### config.mk
export PLATFORM = sky130hd
export DESIGN_NAME = mem_bus_adapter
export DESIGN_NICKNAME = d
export VERILOG_FILES = /design/src/rtl/mem_bus_adapter.sv
export SDC_FILE = /design/constraint.sdc
export NUM_CORES = 1
export LEC_CHECK = 0
export CAP_MARGIN = 20
export CORE_AREA = 5 5 105 132
export CTS_CLUSTER_DIAMETER = 80
export CTS_CLUSTER_SIZE = 10
export DETAILED_ROUTE_END_ITERATION = 7
export DIE_AREA = 0 0 110 137
export GPL_ROUTABILITY_DRIVEN = 0
export PLACE_DENSITY = 0.79
export REMOVE_ABC_BUFFERS = 1
export SLEW_MARGIN = 30
export SYNTH_ARGS = -nofsm -noshare
export SYNTH_HDL_FRONTEND = slang
export SYNTH_SLANG_ARGS = --single-unit
### constraint.sdc
create_clock -name clk -period 2.1 [get_ports clk]
set_clock_uncertainty 0.05 [all_clocks]
set_input_delay 0.21 -clock clk [delete_from_list [all_inputs] [get_ports clk]]
set_output_delay 0.21 -clock clk [all_outputs]
set_load 0.02 [all_outputs]
### src/rtl/mem_bus_adapter.sv
// Bus master that turns one byte/half/word memory op into a single 32-bit
// bus transaction, with lane steering, read extension, fault and timeout reporting.
module mem_bus_adapter #(
  parameter int unsigned TIMEOUT_CYCLES = 255,
  parameter int unsigned CNT_W          = 8
) (
  input  logic        clk,
  input  logic        reset,
  input  logic        start,
  input  logic        is_write,
  input  logic        is_unsigned,
  input  logic [1:0]  op,
  input  logic [31:0] addr,
  input  logic [31:0] wdata,
  output logic        busy,
  output logic        done,
  output logic [31:0] rdata,
  output logic        error,
  output logic        bus_req,
  output logic        bus_we,
  output logic [29:0] bus_addr,
  output logic [3:0]  bus_be,
  output logic [31:0] bus_wdata,
  input  logic        bus_ack,
  input  logic        bus_err,
  input  logic [31:0] bus_rdata
);

  localparam logic [1:0] OP_BYTE = 2'b00;
  localparam logic [1:0] OP_HALF = 2'b01;
  localparam logic [1:0] OP_WORD = 2'b10;
  localparam logic [CNT_W-1:0] CNT_LAST = CNT_W'(TIMEOUT_CYCLES - 1);

  typedef enum logic [1:0] {S_IDLE, S_REQ, S_FINISH} state_e;

  state_e            state_q;
  logic [CNT_W-1:0]  cnt_q;
  logic [1:0]        op_q;
  logic [1:0]        lane_q;
  logic              uns_q;
  logic              busy_q, done_q, error_q;
  logic [31:0]       rdata_q;
  logic              bus_req_q, bus_we_q;
  logic [29:0]       bus_addr_q;
  logic [3:0]        bus_be_q;
  logic [31:0]       bus_wdata_q;

  logic              fault_c;
  logic [3:0]        be_c;
  logic [31:0]       wdata_c;
  logic [7:0]        rd_byte_c;
  logic [15:0]       rd_half_c;
  logic [31:0]       rd_ext_c;

  // Alignment / size check and lane steering for the op presented with start
  always_comb begin
    fault_c = 1'b0;
    be_c    = 4'hF;
    wdata_c = wdata;
    unique case (op)
      OP_BYTE: begin
        be_c    = 4'b0001 << addr[1:0];
        wdata_c = {4{wdata[7:0]}};
      end
      OP_HALF: begin
        fault_c = addr[0];
        be_c    = addr[1] ? 4'b1100 : 4'b0011;
        wdata_c = {2{wdata[15:0]}};
      end
      OP_WORD: fault_c = (addr[1:0] != 2'b00);
      default: fault_c = 1'b1;
    endcase
  end

  // Extract the addressed lane of the returned word and extend it
  always_comb begin
    rd_byte_c = bus_rdata[7:0];
    unique case (lane_q)
      2'd0:    rd_byte_c = bus_rdata[7:0];
      2'd1:    rd_byte_c = bus_rdata[15:8];
      2'd2:    rd_byte_c = bus_rdata[23:16];
      default: rd_byte_c = bus_rdata[31:24];
    endcase
    rd_half_c = lane_q[1] ? bus_rdata[31:16] : bus_rdata[15:0];
    unique case (op_q)
      OP_BYTE: rd_ext_c = uns_q ? {24'h0, rd_byte_c} : {{24{rd_byte_c[7]}}, rd_byte_c};
      OP_HALF: rd_ext_c = uns_q ? {16'h0, rd_half_c} : {{16{rd_half_c[15]}}, rd_half_c};
      default: rd_ext_c = bus_rdata;
    endcase
  end

  // Control FSM with all outputs registered
  always_ff @(posedge clk) begin
    if (reset) begin
      state_q     <= S_IDLE;
      cnt_q       <= '0;
      op_q        <= 2'b00;
      lane_q      <= 2'b00;
      uns_q       <= 1'b0;
      busy_q      <= 1'b0;
      done_q      <= 1'b0;
      error_q     <= 1'b0;
      rdata_q     <= 32'h0;
      bus_req_q   <= 1'b0;
      bus_we_q    <= 1'b0;
      bus_addr_q  <= 30'h0;
      bus_be_q    <= 4'h0;
      bus_wdata_q <= 32'h0;
    end else begin
      done_q <= 1'b0;
      unique case (state_q)
        S_IDLE: begin
          error_q <= 1'b0;
          if (start) begin
            op_q   <= op;
            lane_q <= addr[1:0];
            uns_q  <= is_unsigned;
            busy_q <= 1'b1;
            if (fault_c) begin
              error_q <= 1'b1;
              state_q <= S_FINISH;
            end else begin
              bus_req_q   <= 1'b1;
              bus_we_q    <= is_write;
              bus_addr_q  <= addr[31:2];
              bus_be_q    <= be_c;
              bus_wdata_q <= wdata_c;
              cnt_q       <= '0;
              state_q     <= S_REQ;
            end
          end
        end
        S_REQ: begin
          if (bus_ack) begin
            bus_req_q <= 1'b0;
            bus_we_q  <= 1'b0;
            error_q   <= bus_err;
            if (!bus_we_q) rdata_q <= bus_err ? 32'h0 : rd_ext_c;
            state_q   <= S_FINISH;
          end else if ((TIMEOUT_CYCLES != 0) && (cnt_q == CNT_LAST)) begin
            bus_req_q <= 1'b0;
            bus_we_q  <= 1'b0;
            error_q   <= 1'b1;
            state_q   <= S_FINISH;
          end else begin
            cnt_q <= cnt_q + CNT_W'(1);
          end
        end
        S_FINISH: begin
          done_q  <= 1'b1;
          busy_q  <= 1'b0;
          state_q <= S_IDLE;
        end
        default: state_q <= S_IDLE;
      endcase
    end
  end

  assign busy      = busy_q;
  assign done      = done_q;
  assign error     = error_q;
  assign rdata     = rdata_q;
  assign bus_req   = bus_req_q;
  assign bus_we    = bus_we_q;
  assign bus_addr  = bus_addr_q;
  assign bus_be    = bus_be_q;
  assign bus_wdata = bus_wdata_q;

endmodule

## Word level (Yosys, flattened, before mapping)

Cells that the tools add are included.

| storage, ports and cells | value |
|---|---|
| bits in registers | 118 |
| bits of input ports | 105 |
| output and inout port bits | 103 |
| word-level logic and storage cells | 82 |

| cells by class | value |
|---|---|
| add/subtract/negate cells | 1 |
| equal/unequal tests | 13 |
| shift-type cells | 1 |
| mux-type cells | 36 |
| bitwise logic cells | 2 |
| reduce and logical (&&, ||, !) cells | 15 |

Operators with widths:

| cell | count |
|---|---|
| 32-bit one-hot mux with 2 select lines | 2 |
| 32-bit two-way mux | 3 |
| 8-bit two-way mux | 4 |
| 8-bit one-hot mux with 3 select lines | 1 |
| 16-bit two-way mux | 1 |
| 8-bit one-hot mux with 2 select lines | 1 |
| 1-bit two-way mux | 12 |
| 8-bit by 1-bit adder with 8-bit output, second input constant | 1 |
| 2-bit by 1-bit equality test with 1-bit output, second input constant | 4 |
| 8-bit equality test, second input constant | 1 |
| 2-bit logical NOT | 4 |
| 2-bit two-way mux | 4 |
| 2-bit inequality test, second input constant | 4 |
| 1-bit one-hot mux with 2 select lines | 4 |
| 4-bit one-hot mux with 2 select lines | 1 |
| 2-bit AND reduction | 4 |
| 2-bit equality test, second input constant | 3 |
| 3-bit AND reduction | 2 |
| 2-bit nonzero test | 3 |
| 5-bit AND reduction | 1 |
| 4-bit two-way mux | 1 |
| 2-bit one-hot mux with 2 select lines | 1 |
| 4-bit AND reduction | 1 |
| 1-bit by 2-bit << shifter with 4-bit output, first input constant | 1 |
| 3 further kinds | 4 |

## Logic depth before layout (Yosys ltp)

Gate-level depths: netlist (run 1).

| depth | value |
|---|---|
| depth in word-level cells | 5 |
| gate-level depth with buffers | 7 |
| gate-level depth less buffers | 6 |

## Least setup slack after synthesis (run 1)

Ideal clock, no wire load.

| timing | value |
|---|---|
| path kind | flip-flop to flip-flop |
| from | register cnt_q[0] |
| to | register cnt_q[5] |
| setup time | 0.072 ns |
| arrival time | 1.609 ns |
| required time | 1.978 ns |
| slack | 0.369 ns |
| cell stages (with the launch flop) | 7 |
| path buffers | 0 |
| period minus slack after synthesis | 1.731 ns |
| path through | dfxtp_1 -> inv_1 -> ha_1 -> and3_1 -> a211o_1 -> a211oi_2 -> mux2i_1 |

| on the way | value |
|---|---|
| word-level cells in the longest chain between the ends | 4 |
| elaborated cells between the ends (all ways) | 7 |
| classes of those cells | add/sub: 1; eq/ne: 2; mux: 3; reduce/logical: 1 |

Ends and longest elaborated chain:

| element | RTL line | source |
|---|---|---|
| from (decl) | 37 | `logic [CNT_W-1:0] cnt_q;` |
| from (signal assigned) | 146 | `cnt_q <= cnt_q + CNT_W'(1);` |
| 8-bit by 1-bit adder with 8-bit output | 146 |  |
| 8-bit two-way mux | 140 | `end else if ((TIMEOUT_CYCLES != 0) && (cnt_q == CNT_LAST)) begin` |
| 8-bit two-way mux | 134 | `if (bus_ack) begin` |
| 8-bit one-hot mux with 2 select lines | 111 | `unique case (state_q)` |

Several ways; a longest one is shown, not always the timed one. The select of a mux whose other input is x is not followed.
A chain may end at the register's enable or synchronous reset.

## Final worst setup path (run 1)

Ends and elaborated chain as after synthesis.

==> results of run 1 <==
[final timing paths]
path                                           startpoint                   endpoint  slack [ns]  depth (start not counted)
worst max register to register      cnt_q[0]$_SDFFE_PP0P_      cnt_q[5]$_SDFFE_PP0P_        0.19                          6
worst min-delay path                                reset       bus_req$_SDFFE_PP0P_        0.14                          2
worst max-delay path                cnt_q[0]$_SDFFE_PP0P_      cnt_q[5]$_SDFFE_PP0P_        0.19                          6
worst min register to register  bus_addr[19]$_SDFFE_PP0P_  bus_addr[19]$_SDFFE_PP0P_        0.40                          2
[flip-flops by register name (all words and copies together) (netlist names), 2 cells and up]
name	cells
bus_addr	30
op_q	2
rdata	32
cnt_q	8
bus_wdata	32
state_q	2
bus_be	4
lane_q	2
[logic make-up after synthesis]
family,after synthesis
adder cells (fa/ha/maj),2
flip-flops,118
AO/OA/AOI/OAI,210
AND/OR/NAND/NOR,221
multiplexers,36
buffers and inverters,62
[synth_stat cells (all sizes together) (2+ instances only)]
cell    number
ha           2
nor2        32
a21o         2
mux2i       26
a221oi       7
a22o         7
o211ai       9
a31o         8
a21oi       99
nor3        12
nand2      143
a311oi      10
clkbuf      22
nor3b        2
dfxtp      118
nand3       11
inv         12
and3b        2
or3          6
clkinv       2
a211oi      13
mux2        10
nand2b       3
buf         26
o21ai       47
nor2b        4
[layout make-up]
type                    instances  area, um2  area share, %
clock inverters                13        158           1.89
multi-input cells             469       2710           32.5
flip-flops and latches        118       2360           28.4
repair buffers                242       2400           28.9
inverters                      14       52.6          0.631
clock buffers                  19        433           5.20
well taps                     168        210           2.52
[metrics by stage]
step / setup TNS [ns] / hold WS, ns
2_1_floorplan: -0.0772 / 0.225
3_3_place_gp: 0 / 0.387
3_5_place_dp: 0 / 0.392
4_1_cts: 0 / 0.132
5_1_grt: 0 / 0.158
6_report: 0 / 0.143
[report_power, final]
| group | internal (uW) | switching, uW |
|---|---|---|
| Clock | 1860 | 1040 |
| Sequential | 2350 | 76.5 |
| Combinational | 586 | 607 |
[layer usage]
metal / share of wire (%) / GRT usage [%]
met1: 37 / 25.5
met4: 1.7 / 7.21
met3: 11 / 9.82
met5: 0 / 0
met2: 50 / 41.6
[worst max-delay path, cell delays in order, from the launching register on]
cell	delay (ns)
dfxtp_1	0.42
inv_1	0.08
ha_1	0.19
and3_1	0.21
a211o_1	0.40
a211oi_2	0.27
mux2i_1	0.22
==> flow_metrics.env, run 1 <==
export IMPL_ys_seq_area_share_pct=44.1
export IMPL_fin_cells=1043
export IMPL_tritoncts="built"
export IMPL_finalCritPeriodShare_pct=90.9
export IMPL_io_pins=208
export IMPL_placed_cell_area_um2=7740
export IMPL_final_cell_mix="clkdlybuf4s50_1 (206), nand2_1 (143), dfxtp_1 (118), a21oi_1 (99), o21ai_0 (36)"
export IMPL_drtAntennaViolNets=0
export IMPL_synth_top_family_by_area="compound AO/OA/AOI/OAI gates"
export IMPL_start_util_pct=42.8
export IMPL_insertion_delay_ns=0.40
export IMPL_routed_wl_um=18000
export IMPL_worstSetupPathType="flip-flop to flip-flop"
export IMPL_finalHoldViolCount=0
export IMPL_dieArea_um2=15100
export IMPL_rsz0062_at_grt="no"
export IMPL_drive_gt1_share_pct=12.5
export IMPL_cts_root_buffer="clkbuf_16"
export IMPL_start_kind="flip-flop"
export IMPL_synth_ff_type="dfxtp_1"
export IMPL_core_area_um2=12500
export IMPL_postCtsSetupBuffers=0
export IMPL_synth_area_per_cell_um2=8.25
export IMPL_synth_edf_count=0
export IMPL_async_flop_share_pct=0
export IMPL_syn_area_um2=5350
export IMPL_syn2layout_area_growth_pct=55.6
export IMPL_synthSimpleGateAreaFrac_pct=17.8
export IMPL_detailed_place_hpwl_um=13200
export IMPL_leakage_uw=0.00309
export IMPL_numCtsBuffers=17
export IMPL_dp_slack_ns=0.0864
export IMPL_cts_sinks=118
export IMPL_holdBufCountCts=0
export IMPL_yosys_area_share_adder_pct=0.468
export IMPL_ys_types=49
export IMPL_max_slew_margin_pct=53.1
export IMPL_netlist_instances=649
export IMPL_synth_top_area_cell="dfxtp_1"
export IMPL_finalMaxSlewViolations=0
export IMPL_synth_compound_gate_area_share_pct=25.2
export IMPL_ys_seq_elements=118
export IMPL_grt_pass1_vias=5707
export IMPL_finalInstanceArea_um2=8330
export IMPL_crit_required_ns=2.37
export IMPL_htreeDepth=4
export IMPL_first_pass_iters=5
export IMPL_end_kind="flip-flop"
export IMPL_fp_dieW_um=110
export IMPL_drtIter0Drc=297
export IMPL_setup_viol=0
export IMPL_fill_cells=1030
export IMPL_n_antenna_cell=0
export IMPL_io_buffers=207
export IMPL_viasPerCell=5.47
export IMPL_grt_ovfl_total=0
export IMPL_min_period_ns=1.91
export IMPL_clockBufferDepth=2
export IMPL_rows=46
export IMPL_tightest_slew_ns=0.703
export IMPL_vias=5707
export IMPL_route_detailed_drc=0
export IMPL_power_density_nw_per_um2=782
export IMPL_muxShareOfSynthArea_pct=6.97
export IMPL_crit_arrival_ns=2.18
export IMPL_synth_top_area_share_pct=44.1
export IMPL_fin_util_pct=66.7
export IMPL_setup_slack_ns=0.191
export IMPL_status="complete, no violations"
export IMPL_worstHoldPathType="input pin to flip-flop"
export IMPL_cts_resized_gates=0
export IMPL_power_uw=6510
export IMPL_synthXorXnorAreaFrac_pct=0
export IMPL_antenna_found_initial=0
export IMPL_placed_cells=1011
export IMPL_maxCapViolCount=0
export IMPL_peakVddDrop_v=0.000584
export IMPL_grtUsageTotal_pct=23.6
export IMPL_grt_pass1_wl_um=28000
export IMPL_path_max_fanout=7
export IMPL_grt_max_degree=48
export IMPL_wire_per_inst_um=17.2
export IMPL_synth_area_leaders="dfxtp_1 (44%), nand2_1 (10%), a21oi_1 (9.3%)"
export IMPL_nets=969
export IMPL_clk_pin_slew_ns=0.05
export IMPL_final_common_cell="clkdlybuf4s50_1"
export IMPL_fmax_mhz=524
export IMPL_ys_warn_count=0
export IMPL_die_h_um=137
No activity file was read; power rests on OpenSTA's default activity.
==> run 2, diff against run 1 <==
Settings changed: CTS_CLUSTER_SIZE 10 to 40, TNS_END_PERCENT from default to 30.
Clock period 2.1 ns to 1.87 ns, I/O delays scaled along.
==> run 2 against run 1 <==
Sequential cell count unchanged. Fmax increased by 5.9%. First-iteration DRC count decreased by 0.34%. Sequential share of layout area decreased by 0.30 points. Non-clock buffer count increased by 10. Global-route usage about the same. Power increased by 12%. Final cell count increased by 0.96%. Clock power increased by 12%. Worst setup slack got worse by 0.12 ns. Register-to-register slack got worse by 0.12 ns. Clock-buffer cell count decreased by 1. Critical path type unchanged. Highest routed layer unchanged.
==> flow_metrics.env, run 2 (synthesis results as in run 1) <==
export IMPL_die_h_um=137
export IMPL_wire_per_inst_um=16.9
export IMPL_max_slew_margin_pct=53.6
export IMPL_htreeDepth=4
export IMPL_holdBufCountCts=0
export IMPL_rows=46
export IMPL_insertion_delay_ns=0.41
export IMPL_cts_sinks=118
export IMPL_numCtsBuffers=17
export IMPL_fin_setup_tns_ns=0
export IMPL_vias=5676
export IMPL_min_period_ns=1.80
export IMPL_grt_pass1_wl_um=27800
export IMPL_crit_required_ns=2.15
export IMPL_routed_wl_um=17800
export IMPL_route_detailed_drc=0
export IMPL_core_area_um2=12500
export IMPL_clockBufferDepth=2
export IMPL_path_max_fanout=7
export IMPL_rsz0062_at_grt="yes"
export IMPL_grt_max_degree=47
export IMPL_final_common_cell="clkdlybuf4s50_1"
export IMPL_nets=979
export IMPL_r2r_end="cnt_q[5]$_SDFFE_PP0P_"
export IMPL_end_kind="flip-flop"
export IMPL_n_antenna_cell=0
export IMPL_viasPerCell=5.39
export IMPL_drive_gt1_share_pct=13.7
export IMPL_detailed_place_hpwl_um=13200
export IMPL_setup_viol=0
export IMPL_crit_arrival_ns=2.09
export IMPL_hold_end="bus_req$_SDFFE_PP0P_"
export IMPL_power_uw=7310
export IMPL_tightest_slew_ns=0.696
export IMPL_final_cell_mix="clkdlybuf4s50_1 (206), nand2_1 (143), dfxtp_1 (118), a21oi_1 (99), buf_4 (38)"
export IMPL_maxCapViolCount=0
export IMPL_hold_start="reset"
export IMPL_r2r_start="cnt_q[0]$_SDFFE_PP0P_"
export IMPL_whs_path_depth=2
export IMPL_io_buffers=207
export IMPL_peakVddDrop_v=0.000700
export IMPL_syn2layout_area_growth_pct=57.3
export IMPL_worstHoldPathType="input pin to flip-flop"
export IMPL_cpPeakStageDelay_ns=0.40
export IMPL_worstSetupPathType="flip-flop to flip-flop"
export IMPL_start_util_pct=42.8
export IMPL_grtUsageTotal_pct=23.6
export IMPL_grt_pass1_vias=5723
export IMPL_drtAntennaViolNets=0
export IMPL_power_density_nw_per_um2=869
export IMPL_rrSetupSlack_ns=0.07
export IMPL_grt_ovfl_total=0
export IMPL_antenna_found_initial=0
export IMPL_tritoncts="built"
export IMPL_cts_root_buffer="clkbuf_16"
export IMPL_leakage_uw=0.00314
export IMPL_first_pass_iters=5
export IMPL_status="complete, no violations"
export IMPL_finalCritPeriodShare_pct=96.4
export IMPL_finalHoldViolCount=0
export IMPL_clk_pin_slew_ns=0.05
export IMPL_start_kind="flip-flop"
export IMPL_worstRegToRegCells=6
export IMPL_drtIter0Drc=296
export IMPL_fp_dieW_um=110
export IMPL_crit_chain="inv_1, ha_1, and3_1, a211o_1, a211oi_2, mux2i_1"
export IMPL_dieArea_um2=15100
export IMPL_cp_slowest_cell="a211o_1"
export IMPL_fmax_mhz=555
export IMPL_finalMaxSlewViolations=0
export IMPL_io_pins=208
==> run 2: cell type report <==
| type | count | area [um2] |
|---|---|---|
| tap | 168 | 210 |
| sequential | 118 | 2360 |
| inverter | 14 | 52.6 |
| clock buffer | 18 | 439 |
| timing repair buffer | 252 | 2490 |
| multi-input combinational | 469 | 2710 |
| fill | 1010 | 4070 |
| clock inverter | 14 | 153 |
==> run 2: worst max-delay path by stage <==
stage                                        from                     to  slack (ns)  depth (start not counted)
after floorplan           state_q[1]$_SDFFE_PP0P_  cnt_q[1]$_SDFFE_PP0P_       -0.30                          4
after global placement                      start  cnt_q[5]$_SDFFE_PP0P_       -0.01                          7
after detailed placement                  addr[0]  cnt_q[5]$_SDFFE_PP0P_       -0.13                          6
after CTS                   cnt_q[0]$_SDFFE_PP0P_  cnt_q[5]$_SDFFE_PP0P_        0.05                          6
after global routing        cnt_q[0]$_SDFFE_PP0P_  cnt_q[5]$_SDFFE_PP0P_       -0.02                          6
final                       cnt_q[0]$_SDFFE_PP0P_  cnt_q[5]$_SDFFE_PP0P_        0.07                          6
==> run 2: metrics by stage <==
stage | std cells | hold WS [ns] | util [%] | instance area (um2) | setup slack (ns)
2_1_floorplan | 601 | 0.202 | - | 5110 | -0.295
3_3_place_gp | 1021 | 0.386 | 62.6 | 7820 | -0.0113
3_5_place_dp | 1021 | 0.394 | 62.7 | 7830 | -0.125
4_1_cts | 1053 | 0.130 | 67.4 | 8420 | 0.0534
5_1_grt | 1053 | 0.173 | 67.4 | 8420 | -0.0217
6_report | 1053 | 0.153 | 67.4 | 8420 | 0.0681
==> run 2: metal layers <==
layer	track usage, %	wire length (um)	vias to the layer above	share of wire, %
met2	41.2	8720	254	49
met3	10.1	2100	27	12
met1	24.6	6600	2663	37
li1	-	-	2732	-
met5	0	0	-	0
met4	9.49	354	0	2.0
==> run 2: where the power goes <==
group / total (uW) / switching, uW / internal [uW]
Clock: 3230 / 1220 / 2000
Sequential: 2710 / 75.3 / 2640
Combinational: 1370 / 694 / 679
==> run 2: critical path: cells and delay by family (launching register included) <==
kind,cells,cell delay (ns)
and+or+nand+nor,1,0.20
AOI/OAI and AO/OA,2,0.67
DFF,1,0.33
muxes,1,0.22
adders and majority gates,1,0.18
buffers and inverters,1,0.06
==> run 2: timing repair <==
action	4_1_cts	5_1_grt
setup endpoints to repair	0	2
gates resized for setup	0	0
buffers inserted	0	0
==> run 3, diff against run 2 <==
Settings changed: CORE_AREA 5 5 105 132 to 5 5 104 130, CTS_BUF_LIST from default to sky130_fd_sc_hd__clkbuf_4 sky130_fd_sc_hd__clkbuf_8, DIE_AREA 0 0 110 137 to 0 0 109 135, PLACE_DENSITY 0.79 to 0.81.
==> run 3 against run 2 <==
Fmax rose by 2.2%. Non-clock buffer count fell by 9. Wire length shrank 2.8%. Register-to-register slack improved by 0.04 ns. Final cell count fell by 1.2%. Highest routed layer unchanged. Critical path type unchanged. Largest power group is now registers. Global-route usage shrank 0.31 points. Power is 13% lower.
==> flow_metrics.env, run 3 (synthesis results as in run 1) <==
export IMPL_tritoncts="built"
export IMPL_leakage_uw=0.00300
export IMPL_syn2layout_area_growth_pct=52.6
export IMPL_tightest_slew_ns=0.663
export IMPL_insertion_delay_ns=0.42
export IMPL_routed_wl_um=17300
export IMPL_viasPerCell=5.40
export IMPL_final_cell_mix="clkdlybuf4s50_1 (206), nand2_1 (143), dfxtp_1 (118), a21oi_1 (99), o21ai_0 (36)"
export IMPL_cts_root_buffer="clkbuf_8"
export IMPL_dp_slack_ns=-0.128
export IMPL_min_period_ns=1.76
export IMPL_drtIter0Drc=360
export IMPL_final_common_cell="clkdlybuf4s50_1"
export IMPL_die_h_um=135
export IMPL_drive_gt1_share_pct=12.9
export IMPL_holdBufCountCts=0
export IMPL_worstPathBufferInverterCount=0
export IMPL_fill_cells=964
export IMPL_status="complete, no violations"
export IMPL_wire_per_inst_um=16.6
export IMPL_grt_max_degree=93
export IMPL_first_pass_iters=5
export IMPL_worstSetupPathDepth=5
export IMPL_cts_resized_gates=0
export IMPL_setup_slack_ns=0.108
export IMPL_grt_ovfl_total=0
export IMPL_detailed_place_hpwl_um=12600
export IMPL_setup_viol=0
export IMPL_drtAntennaViolNets=0
export IMPL_numCtsBuffers=17
export IMPL_cpPeakStageDelay_ns=0.38
export IMPL_io_buffers=207
export IMPL_grt_pass1_vias=5696
export IMPL_grt_pass1_wl_um=27200
export IMPL_finalHoldViolCount=0
export IMPL_finalMaxSlewViolations=0
export IMPL_htreeDepth=4
export IMPL_cts_sinks=118
export IMPL_crit_family="compound AO/OA/AOI/OAI gates"
export IMPL_finalCritPeriodShare_pct=94.3
export IMPL_maxCapViolCount=0
export IMPL_start_util_pct=44.2
export IMPL_fmax_mhz=567
export IMPL_crit_chain="ha_1, and3_1, a211o_4, a211oi_2, mux2i_1"
export IMPL_path_max_fanout=7
export IMPL_n_antenna_cell=0
export IMPL_max_slew_margin_pct=55.8
export IMPL_route_detailed_drc=0
export IMPL_fin_setup_tns_ns=0
export IMPL_rsz0062_at_grt="no"
export IMPL_grtUsageTotal_pct=23.3
export IMPL_rows=45
export IMPL_rrSetupSlack_ns=0.11
export IMPL_dieArea_um2=14700
export IMPL_nets=970
export IMPL_end_kind="flip-flop"
export IMPL_io_pins=208
export IMPL_whs_path_depth=3
export IMPL_fp_dieW_um=109
export IMPL_worstRegToRegCells=5
export IMPL_cp_slowest_cell="a211o_4"
export IMPL_antenna_found_initial=0
export IMPL_start_kind="flip-flop"
export IMPL_worstSetupPathType="flip-flop to flip-flop"
export IMPL_multi_input_area_um2=2720
export IMPL_clk_pin_slew_ns=0.07
export IMPL_crit_required_ns=2.17
export IMPL_clockBufferDepth=2
export IMPL_postCtsSetupBuffers=0
export IMPL_crit_arrival_ns=2.06
export IMPL_peakVddDrop_v=0.000507
export IMPL_worstHoldPathType="input pin to flip-flop"
export IMPL_seq_area_um2=2360
export IMPL_core_area_um2=12100
export IMPL_vias=5621
export IMPL_power_density_nw_per_um2=783
run 3: per-stage QoR:
| step | hold slack (ns) | std cells | instance area (um2) | power (uW) | util, % |
|---|---|---|---|---|---|
| global placement | 0.385 | 1008 | 7750 | 4070 | 64.0 |
| floorplan | 0.202 | 601 | 5110 | 3340 | - |
| detailed placement | 0.392 | 1008 | 7750 | 4100 | 64.0 |
| global route | 0.202 | 1040 | 8160 | 6700 | 67.4 |
| finish | 0.216 | 1040 | 8160 | 6390 | 67.4 |
| CTS | 0.194 | 1040 | 8150 | 6430 | 67.3 |
run 3: metal layers:
layer  wire [um]  global-route usage, %
met1        6440                   24.5
met2        8380                   39.4
met3        1780                   10.1
met4         663                   11.4
met5           0                      0
run 3: final timing paths:
check,from,to
hold / removal,reset,done$_SDFF_PP0_
setup / recovery,cnt_q[1]$_SDFFE_PP0P_,cnt_q[5]$_SDFFE_PP0P_
hold reg to reg,rdata[23]$_SDFFE_PP0P_,rdata[23]$_SDFFE_PP0P_
setup reg to reg,cnt_q[1]$_SDFFE_PP0P_,cnt_q[5]$_SDFFE_PP0P_
run 3: cell type report:
class / instances / area share [%]
multi-input combinational: 469 / 33.3
timing repair buffer: 243 / 29.7
sequential: 118 / 28.9
clock buffer: 20 / 3.37
tap: 164 / 2.51
clock inverter: 12 / 1.56
inverter: 14 / 0.644
run 3: worst register-to-register path, delay by kind of cell (launching register included):
kind,cells,cell delay [ns]
simple gates,1,0.22
flops,1,0.37
compound gates,2,0.66
fa+ha+maj,1,0.20
mux,1,0.20
run 3: report_power, final:
group / leakage, uW / internal [uW] / switching, uW
registers: 0.000961 / 2630 / 80.9
clock network: 0.000185 / 1280 / 1050
logic: 0.00186 / 663 / 678
total: 0.00300 / 4580 / 1810
